<file path="config.mk">
export PLATFORM = sky130hd
export DESIGN_NAME = pipe_stage_ctrl
export DESIGN_NICKNAME = d
export VERILOG_FILES = /design/src/rtl/pipe_ctrl_pkg.sv /design/src/rtl/hazard_unit.sv /design/src/rtl/pipe_stage_ctrl.sv
export SDC_FILE = /design/constraint.sdc
export NUM_CORES = 1
export LEC_CHECK = 0
export CAP_MARGIN = 20
export CORE_MARGIN = 2
export CORE_UTILIZATION = 49
export DETAILED_ROUTE_END_ITERATION = 12
export MAX_ROUTING_LAYER = met4
export PLACE_DENSITY_LB_ADDON = 0.05
export SETUP_SLACK_MARGIN = 0.5
export SLEW_MARGIN = 40
export SYNTH_ARGS = -nofsm -noshare
export SYNTH_HDL_FRONTEND = slang
export SYNTH_SLANG_ARGS = --single-unit
</file>
<file path="constraint.sdc">
create_clock -name stg_clk -period 2.8 [get_ports stg_clk]
set_clock_uncertainty 0.1 [all_clocks]
set_input_delay 0.42 -clock stg_clk [delete_from_list [all_inputs] [get_ports stg_clk]]
set_output_delay 0.42 -clock stg_clk [all_outputs]
set_load 0.02 [all_outputs]
</file>
<file path="src/rtl/pipe_ctrl_pkg.sv">
// Shared types and constants for the pipeline stage controller.
package pipe_ctrl_pkg;

  typedef enum logic [1:0] {
    ST_RUN     = 2'd0,
    ST_MC_WAIT = 2'd1,
    ST_DRAIN   = 2'd2,
    ST_HALT    = 2'd3
  } pipe_state_e;

  // Bit positions of each pipeline latch inside the internal ena/x vectors.
  localparam int unsigned NUM_STG = 4;
  localparam logic [1:0] STG_IFID  = 2'd0;
  localparam logic [1:0] STG_IDEX  = 2'd1;
  localparam logic [1:0] STG_EXMEM = 2'd2;
  localparam logic [1:0] STG_MEMWB = 2'd3;

endpackage : pipe_ctrl_pkg

</file>
<file path="src/rtl/hazard_unit.sv">
// Load-use hazard detection: the instruction in ID needs a register that a
// load in EX has not produced yet. Register 0 is hard-wired and never stalls.
module hazard_unit #(
  parameter int REG_W = 5
) (
  input  logic [REG_W-1:0] id_rs1,
  input  logic [REG_W-1:0] id_rs2,
  input  logic             id_use_rs1,
  input  logic             id_use_rs2,
  input  logic [REG_W-1:0] ex_rd,
  input  logic             ex_is_load,
  output logic             load_use_stall
);

  logic rs1_hit;
  logic rs2_hit;

  // Source-operand match against the pending load destination.
  assign rs1_hit = id_use_rs1 && (id_rs1 == ex_rd);
  assign rs2_hit = id_use_rs2 && (id_rs2 == ex_rd);

  // Stall only for a real (non-zero) load destination.
  assign load_use_stall = ex_is_load && (ex_rd != '0) && (rs1_hit || rs2_hit);

endmodule : hazard_unit

</file>
<file path="src/rtl/pipe_stage_ctrl.sv">
// Pipeline latch sequencer: drives the ena/x pair of every pipeline latch and
// the PC enable, handling load-use stalls, branch flushes, multi-cycle EX ops
// and halt/drain.
//
//   state      | meaning
//   -----------+--------------------------------------------------------------
//   ST_RUN     | normal flow; branch > multi-cycle start > load-use > halt
//   ST_MC_WAIT | front end and EX held waiting for mc_done (or timeout)
//   ST_DRAIN   | fetch suppressed, bubbles into IF/ID while the back end empties
//   ST_HALT    | every latch frozen, halted asserted until halt_req drops
module pipe_stage_ctrl
  import pipe_ctrl_pkg::*;
#(
  parameter int REG_W        = 5,
  parameter int DRAIN_CYCLES = 4,
  parameter int MC_MAX       = 64,
  parameter int CNT_W        = 32
) (
  input  logic             stg_clk,
  input  logic             reset,
  input  logic [REG_W-1:0] id_rs1,
  input  logic [REG_W-1:0] id_rs2,
  input  logic             id_use_rs1,
  input  logic             id_use_rs2,
  input  logic [REG_W-1:0] ex_rd,
  input  logic             ex_is_load,
  input  logic             ex_br_taken,
  input  logic             ex_mc_start,
  input  logic             mc_done,
  input  logic             halt_req,
  output logic             pc_ena,
  output logic             ifid_ena,
  output logic             ifid_x,
  output logic             idex_ena,
  output logic             idex_x,
  output logic             exmem_ena,
  output logic             exmem_x,
  output logic             memwb_ena,
  output logic             memwb_x,
  output logic             halted,
  output logic             mc_timeout,
  output logic [CNT_W-1:0] stall_cnt
);

  localparam int MC_CW = $clog2(MC_MAX + 1);
  localparam int DR_CW = $clog2(DRAIN_CYCLES + 1);

  pipe_state_e        state;
  pipe_state_e        next_state;
  logic [MC_CW-1:0]   mc_cnt;
  logic [DR_CW-1:0]   drain_cnt;
  logic [NUM_STG-1:0] ena_v;
  logic [NUM_STG-1:0] x_v;
  logic               load_use_stall;
  logic               mc_hit_max;
  logic               drain_last;

  hazard_unit #(
    .REG_W (REG_W)
  ) u_hazard (
    .id_rs1         (id_rs1),
    .id_rs2         (id_rs2),
    .id_use_rs1     (id_use_rs1),
    .id_use_rs2     (id_use_rs2),
    .ex_rd          (ex_rd),
    .ex_is_load     (ex_is_load),
    .load_use_stall (load_use_stall)
  );

  assign mc_hit_max = (mc_cnt == MC_CW'(MC_MAX));
  assign drain_last = (drain_cnt == DR_CW'(DRAIN_CYCLES - 1));

  // State register.
  always_ff @(posedge stg_clk or negedge reset) begin
    if (!reset) state <= ST_RUN;
    else        state <= next_state;
  end

  // Next-state decode; halt_req is only honoured from RUN, so MC_WAIT defers it.
  always_comb begin
    next_state = state;
    case (state)
      ST_RUN: begin
        if (ex_br_taken)         next_state = ST_RUN;
        else if (ex_mc_start)    next_state = ST_MC_WAIT;
        else if (load_use_stall) next_state = ST_RUN;
        else if (halt_req)       next_state = ST_DRAIN;
      end
      ST_MC_WAIT: begin
        if (mc_done || mc_hit_max) next_state = ST_RUN;
      end
      ST_DRAIN: begin
        if (!halt_req)       next_state = ST_RUN;
        else if (drain_last) next_state = ST_HALT;
      end
      ST_HALT: begin
        if (!halt_req) next_state = ST_RUN;
      end
      default: next_state = ST_RUN;
    endcase
  end

  // Latch/PC control decode; reset forces every latch to hold a bubble.
  always_comb begin
    ena_v  = '1;
    x_v    = '0;
    pc_ena = 1'b1;
    if (!reset) begin
      ena_v  = '0;
      x_v    = '1;
      pc_ena = 1'b0;
    end else begin
      case (state)
        ST_RUN: begin
          if (ex_br_taken) begin
            x_v[STG_IFID] = 1'b1;
            x_v[STG_IDEX] = 1'b1;
          end else if (ex_mc_start) begin
            pc_ena          = 1'b0;
            ena_v[STG_IFID] = 1'b0;
            ena_v[STG_IDEX] = 1'b0;
            x_v[STG_EXMEM]  = 1'b1;
          end else if (load_use_stall) begin
            pc_ena          = 1'b0;
            ena_v[STG_IFID] = 1'b0;
            x_v[STG_IDEX]   = 1'b1;
          end
        end
        ST_MC_WAIT: begin
          // On timeout the op leaves EX with no result: bubble into EX/MEM.
          if (!mc_done) begin
            x_v[STG_EXMEM] = 1'b1;
            if (!mc_hit_max) begin
              pc_ena          = 1'b0;
              ena_v[STG_IFID] = 1'b0;
              ena_v[STG_IDEX] = 1'b0;
            end
          end
        end
        ST_DRAIN: begin
          pc_ena        = 1'b0;
          x_v[STG_IFID] = 1'b1;
        end
        ST_HALT: begin
          pc_ena = 1'b0;
          ena_v  = '0;
        end
        default: begin
          pc_ena = 1'b0;
          ena_v  = '0;
        end
      endcase
    end
  end

  assign ifid_ena  = ena_v[STG_IFID];
  assign ifid_x    = x_v[STG_IFID];
  assign idex_ena  = ena_v[STG_IDEX];
  assign idex_x    = x_v[STG_IDEX];
  assign exmem_ena = ena_v[STG_EXMEM];
  assign exmem_x   = x_v[STG_EXMEM];
  assign memwb_ena = ena_v[STG_MEMWB];
  assign memwb_x   = x_v[STG_MEMWB];

  // Multi-cycle wait counter: 1 on the first MC_WAIT cycle, cleared elsewhere.
  always_ff @(posedge stg_clk or negedge reset) begin
    if (!reset)                        mc_cnt <= '0;
    else if (next_state == ST_MC_WAIT) mc_cnt <= (state == ST_MC_WAIT) ? mc_cnt + MC_CW'(1) : MC_CW'(1);
    else                               mc_cnt <= '0;
  end

  // Drain counter: 0 on the first DRAIN cycle.
  always_ff @(posedge stg_clk or negedge reset) begin
    if (!reset)                                             drain_cnt <= '0;
    else if (state == ST_DRAIN && next_state == ST_DRAIN)   drain_cnt <= drain_cnt + DR_CW'(1);
    else                                                    drain_cnt <= '0;
  end

  // Registered status flags, aligned with the state they describe.
  always_ff @(posedge stg_clk or negedge reset) begin
    if (!reset) begin
      halted     <= 1'b0;
      mc_timeout <= 1'b0;
    end else begin
      halted     <= (next_state == ST_HALT);
      mc_timeout <= (state == ST_MC_WAIT) && !mc_done && mc_hit_max;
    end
  end

  // Saturating count of cycles in which the PC did not advance.
  always_ff @(posedge stg_clk or negedge reset) begin
    if (!reset)                          stall_cnt <= '0;
    else if (!pc_ena && stall_cnt != '1) stall_cnt <= stall_cnt + CNT_W'(1);
  end

endmodule : pipe_stage_ctrl

</file>
==> qor.csv <==
stage,metric,value,unit
cells_and_area,most frequent cells in the layout,"44 x dfrtp_1, 42 x clkdlybuf4s50_1, 38 x xnor2_1, 20 x buf_4",
timing,Slew @ Worst Pin,0.524,ns
global_routing,GR Overflow Total,0,
clocking,CTS root buffer,clkbuf_8,
logic_synthesis,mapped cell area,2550,µm²
clocking,CTS tree,done,
floorplan,Die ar.,5810,µm²
route,Avg Vias per Cell,5.27,
floorplan,Starting Density,50.3,%
clocking,CTS Sinks,46,
cells_and_area,share of cells above drive strength 1,22.1,%
placed_design,DP HPWL,4210,µm
logic_synthesis,ys flop type,dfrtp_1,
clocking,"CTS clk-pin slew, worst paths",0.09,ns
worst_setup_path,CP endpoint kind,output pin,
power_and_ir_drop,Max VDD drop,0.524,mV
worst_setup_path,slowest cell on the critical path,clkdlybuf4s50_1,
route,WL/cell,14.6,µm
placed_design,PortBufs,66,
timing,post-layout minimum cycle time,2.33,ns
route,Vias,2136,
timing,Max Fclk,429,MHz
clocking,"Clk Latency, worst-skew pair",0.30,ns
cells_and_area,NumNets Final,363,
route,WL final,5910,µm
route,Initial DRT Pass Iterations,4,
worst_hold_path,Worst Hold Class,in2async,
cells_and_area,Ant. Diodes,0,
power_and_ir_drop,internal power,0.00119,W
placed_design,GPL Wtd Cong,0.779,
logic_synthesis,Mapped Cells,244,
floorplan,FP Rows,26,
clocking,H-tree levels,2,
logic_synthesis,"FF+latch count, synth",46,
timing,RSZ-0062 raised after global routing,true,
logic_synthesis,Ys Warns,0,
worst_setup_path,worst-path fanout max,3,
cells_and_area,Synth-to-Final Area Change,42.0,%
logic_synthesis,ys async rst share,100,%
cells_and_area,"most common cell after layout, fill and taps aside",dfrtp_1,
logic_synthesis,Post-synth EDFFs,0,
floorplan,core area,5070,µm²
logic_synthesis,Synth cell types,44,
placed_design,Post-DP Area,3390,µm²
outcome,outcome,finished clean,
timing,Pins Over Slew Limit,0,
timing,Final Cycle Share,83.3,%
worst_setup_path,Reg2Reg Depth,7,
worst_setup_path,Worst path max stage delay,0.46,ns
clocking,clk buf depth,2,
floorplan,I/O pin cnt,67,
global_routing,antenna violations before repair,0,
logic_synthesis,"Net Count, Synth",273,
route,DRT iter0 DRCs,93,
power_and_ir_drop,Clock power frac,22.7,%
logic_synthesis,sequential share of the synthesized area,45.1,%
logic_synthesis,syn avg cell area,10.5,µm²
power_and_ir_drop,Reg power frac,45.0,%
floorplan,Die Y,76.2,µm
route,drt drc,0,
route,post-route ant nets,0,
cells_and_area,fin area,3630,µm²
global_routing,GRT Util Overall,21.5,%
cells_and_area,Util after Layout,71.5,%
power_and_ir_drop,leakage power,1.63,nW
power_and_ir_drop,switching power,0.000608,W
worst_setup_path,CP most frequent cell,buf_6,
job,max cap viols,0,
placed_design,pre-CTS setup slack,-0.293,ns
global_routing,vias in the first global route,2070,
power_and_ir_drop,P per Cell Area,496,nW/µm²
worst_setup_path,Startpoint Class,input pin,
power_and_ir_drop,combinational group share of total power,32.3,%
timing,final worst slack,0.467,ns
timing,Setup-failing EPs final,0,
floorplan,die width,76.2,µm
worst_setup_path,critical path arrival,1.81,ns
timing,hold violation total from the final report,0,
global_routing,largest net degree at the start of global routing,38,
timing,Rel. slew slack,65.0,%
clocking,total CTS buffers,5,
global_routing,first-pass GRT wire length,9940,µm
worst_setup_path,Setup Crit Path Kind,in2out,
worst_setup_path,"Critical Path, Cell by Cell",clkdlybuf4s50_1 -> nor4_2 -> a2bb2oi_2 -> o21a_1 -> buf_6 -> inv_2 -> buf_6,
power_and_ir_drop,switching fraction of total power,33.8,%
worst_setup_path,worst path required time,2.28,ns
timing,Final TNS setup,0,ns
-- registers in the layout (all words and copies together) (netlist names) --
register and cells:
drain_cnt 3, mc_cnt 7, stall_cnt 32, mc_timeout 1
halted 1, state 2
-- worst max-delay path: cells and delay by family --
| kind | cells | cell delay, ns |
|---|---|---|
| buf+inv | 4 | 0.74 |
| simple gates | 1 | 0.39 |
| compound gates | 2 | 0.25 |
-- power groups by stage --
stage               Clock (W)  Combinational, W  Sequential (W)
floorplan                   0          0.000226        0.000870
global placement            0          0.000521        0.000826
detailed placement          0          0.000526        0.000828
CTS                  0.000414          0.000542        0.000814
global route         0.000450          0.000620        0.000823
finish               0.000409          0.000580        0.000810
-- path summary, 6_finish.rpt --
kind / startpoint / to / slack, ns
worst max-delay path: ex_mc_start / pc_ena / 0.47
worst min-delay path: reset / mc_cnt[5] / 0.06
worst max register to register: stall_cnt[4] / stall_cnt[9] / 0.65
worst min register to register: drain_cnt[0] / drain_cnt[0] / 0.33
max in group asynchronous: reset / stall_cnt[26] / 1.90
min in group stg_clk: drain_cnt[0] / drain_cnt[0] / 0.33
-- Yosys cell counts (2+ instances only) --
| cell type | instances | area, µm² |
|---|---|---|
| buf_2 | 2 | 10.0 |
| and3_1 | 15 | 93.8 |
| nand4_1 | 19 | 119 |
| and2_1 | 3 | 18.8 |
| ha_1 | 5 | 62.6 |
| dfrtp_1 | 46 | 1150 |
| buf_6 | 2 | 22.5 |
| nor2_1 | 21 | 78.8 |
| a21oi_1 | 3 | 15.0 |
| nand4_4 | 2 | 42.5 |
| inv_1 | 10 | 37.5 |
| nor4_4 | 2 | 42.5 |
| a41oi_1 | 2 | 17.5 |
| xor2_1 | 4 | 35.0 |
| nand2b_1 | 3 | 18.8 |
| nand3_2 | 9 | 90.1 |
| nand2_1 | 10 | 37.5 |
| xnor2_1 | 41 | 359 |
| nand3_1 | 10 | 50.1 |
| and4_1 | 6 | 52.6 |
| o21ai_0 | 4 | 20.0 |
| o21a_1 | 2 | 15.0 |
| clkbuf_1 | 2 | 7.51 |
-- cells by family after synthesis --
family                     synth area share, %
and+or+nand+nor                           28.4
DFF                                       45.1
xor gates and xnor gates                  15.4
buffers and inverters                     3.62
AOI/OAI and AO/OA                         4.65
adders and majority gates                 2.45
muxes                                    0.441
-- cell type report --
type	count	area [µm²]
clock buffer	6	72.6
clock inverter	2	13.8
fill	425	1450
inverter	11	41.3
multi-input combinational	179	1430
sequential	46	1150
tap	70	87.6
timing repair buffer	91	832
-- metal layers --
layer	global-route usage [%]	part of all wire [%]	wire, µm	vias to the layer above
met1	29.7	48	2810	1038
li1	-	-	-	1050
met2	33.4	48	2810	40
met5	-	0	0	-
met4	5.45	1.4	85	0
met3	3.44	3.4	198	8
-- per-stage QoR --
stage | hold WS (ns) | power [W] | std cells
finish | 0.0623 | 0.00180 | 405
global route | 0.0888 | 0.00189 | 405
global placement | 0.317 | 0.00135 | 391
CTS | 0.122 | 0.00177 | 403
floorplan | 0.0244 | 0.00110 | 244
detailed placement | 0.313 | 0.00135 | 391
-- timing repair --
action / CTS / global route
setup buffers: 3 / 2
hold buffers: 1 / 0
gates cloned: 0 / 0
hold endpoints to repair: 12 / 0
pin swaps: 15 / 12
endpoints found under the setup margin: 22 / 16
resized for setup: 59 / 24
Power figures use the tool's default switching activity.
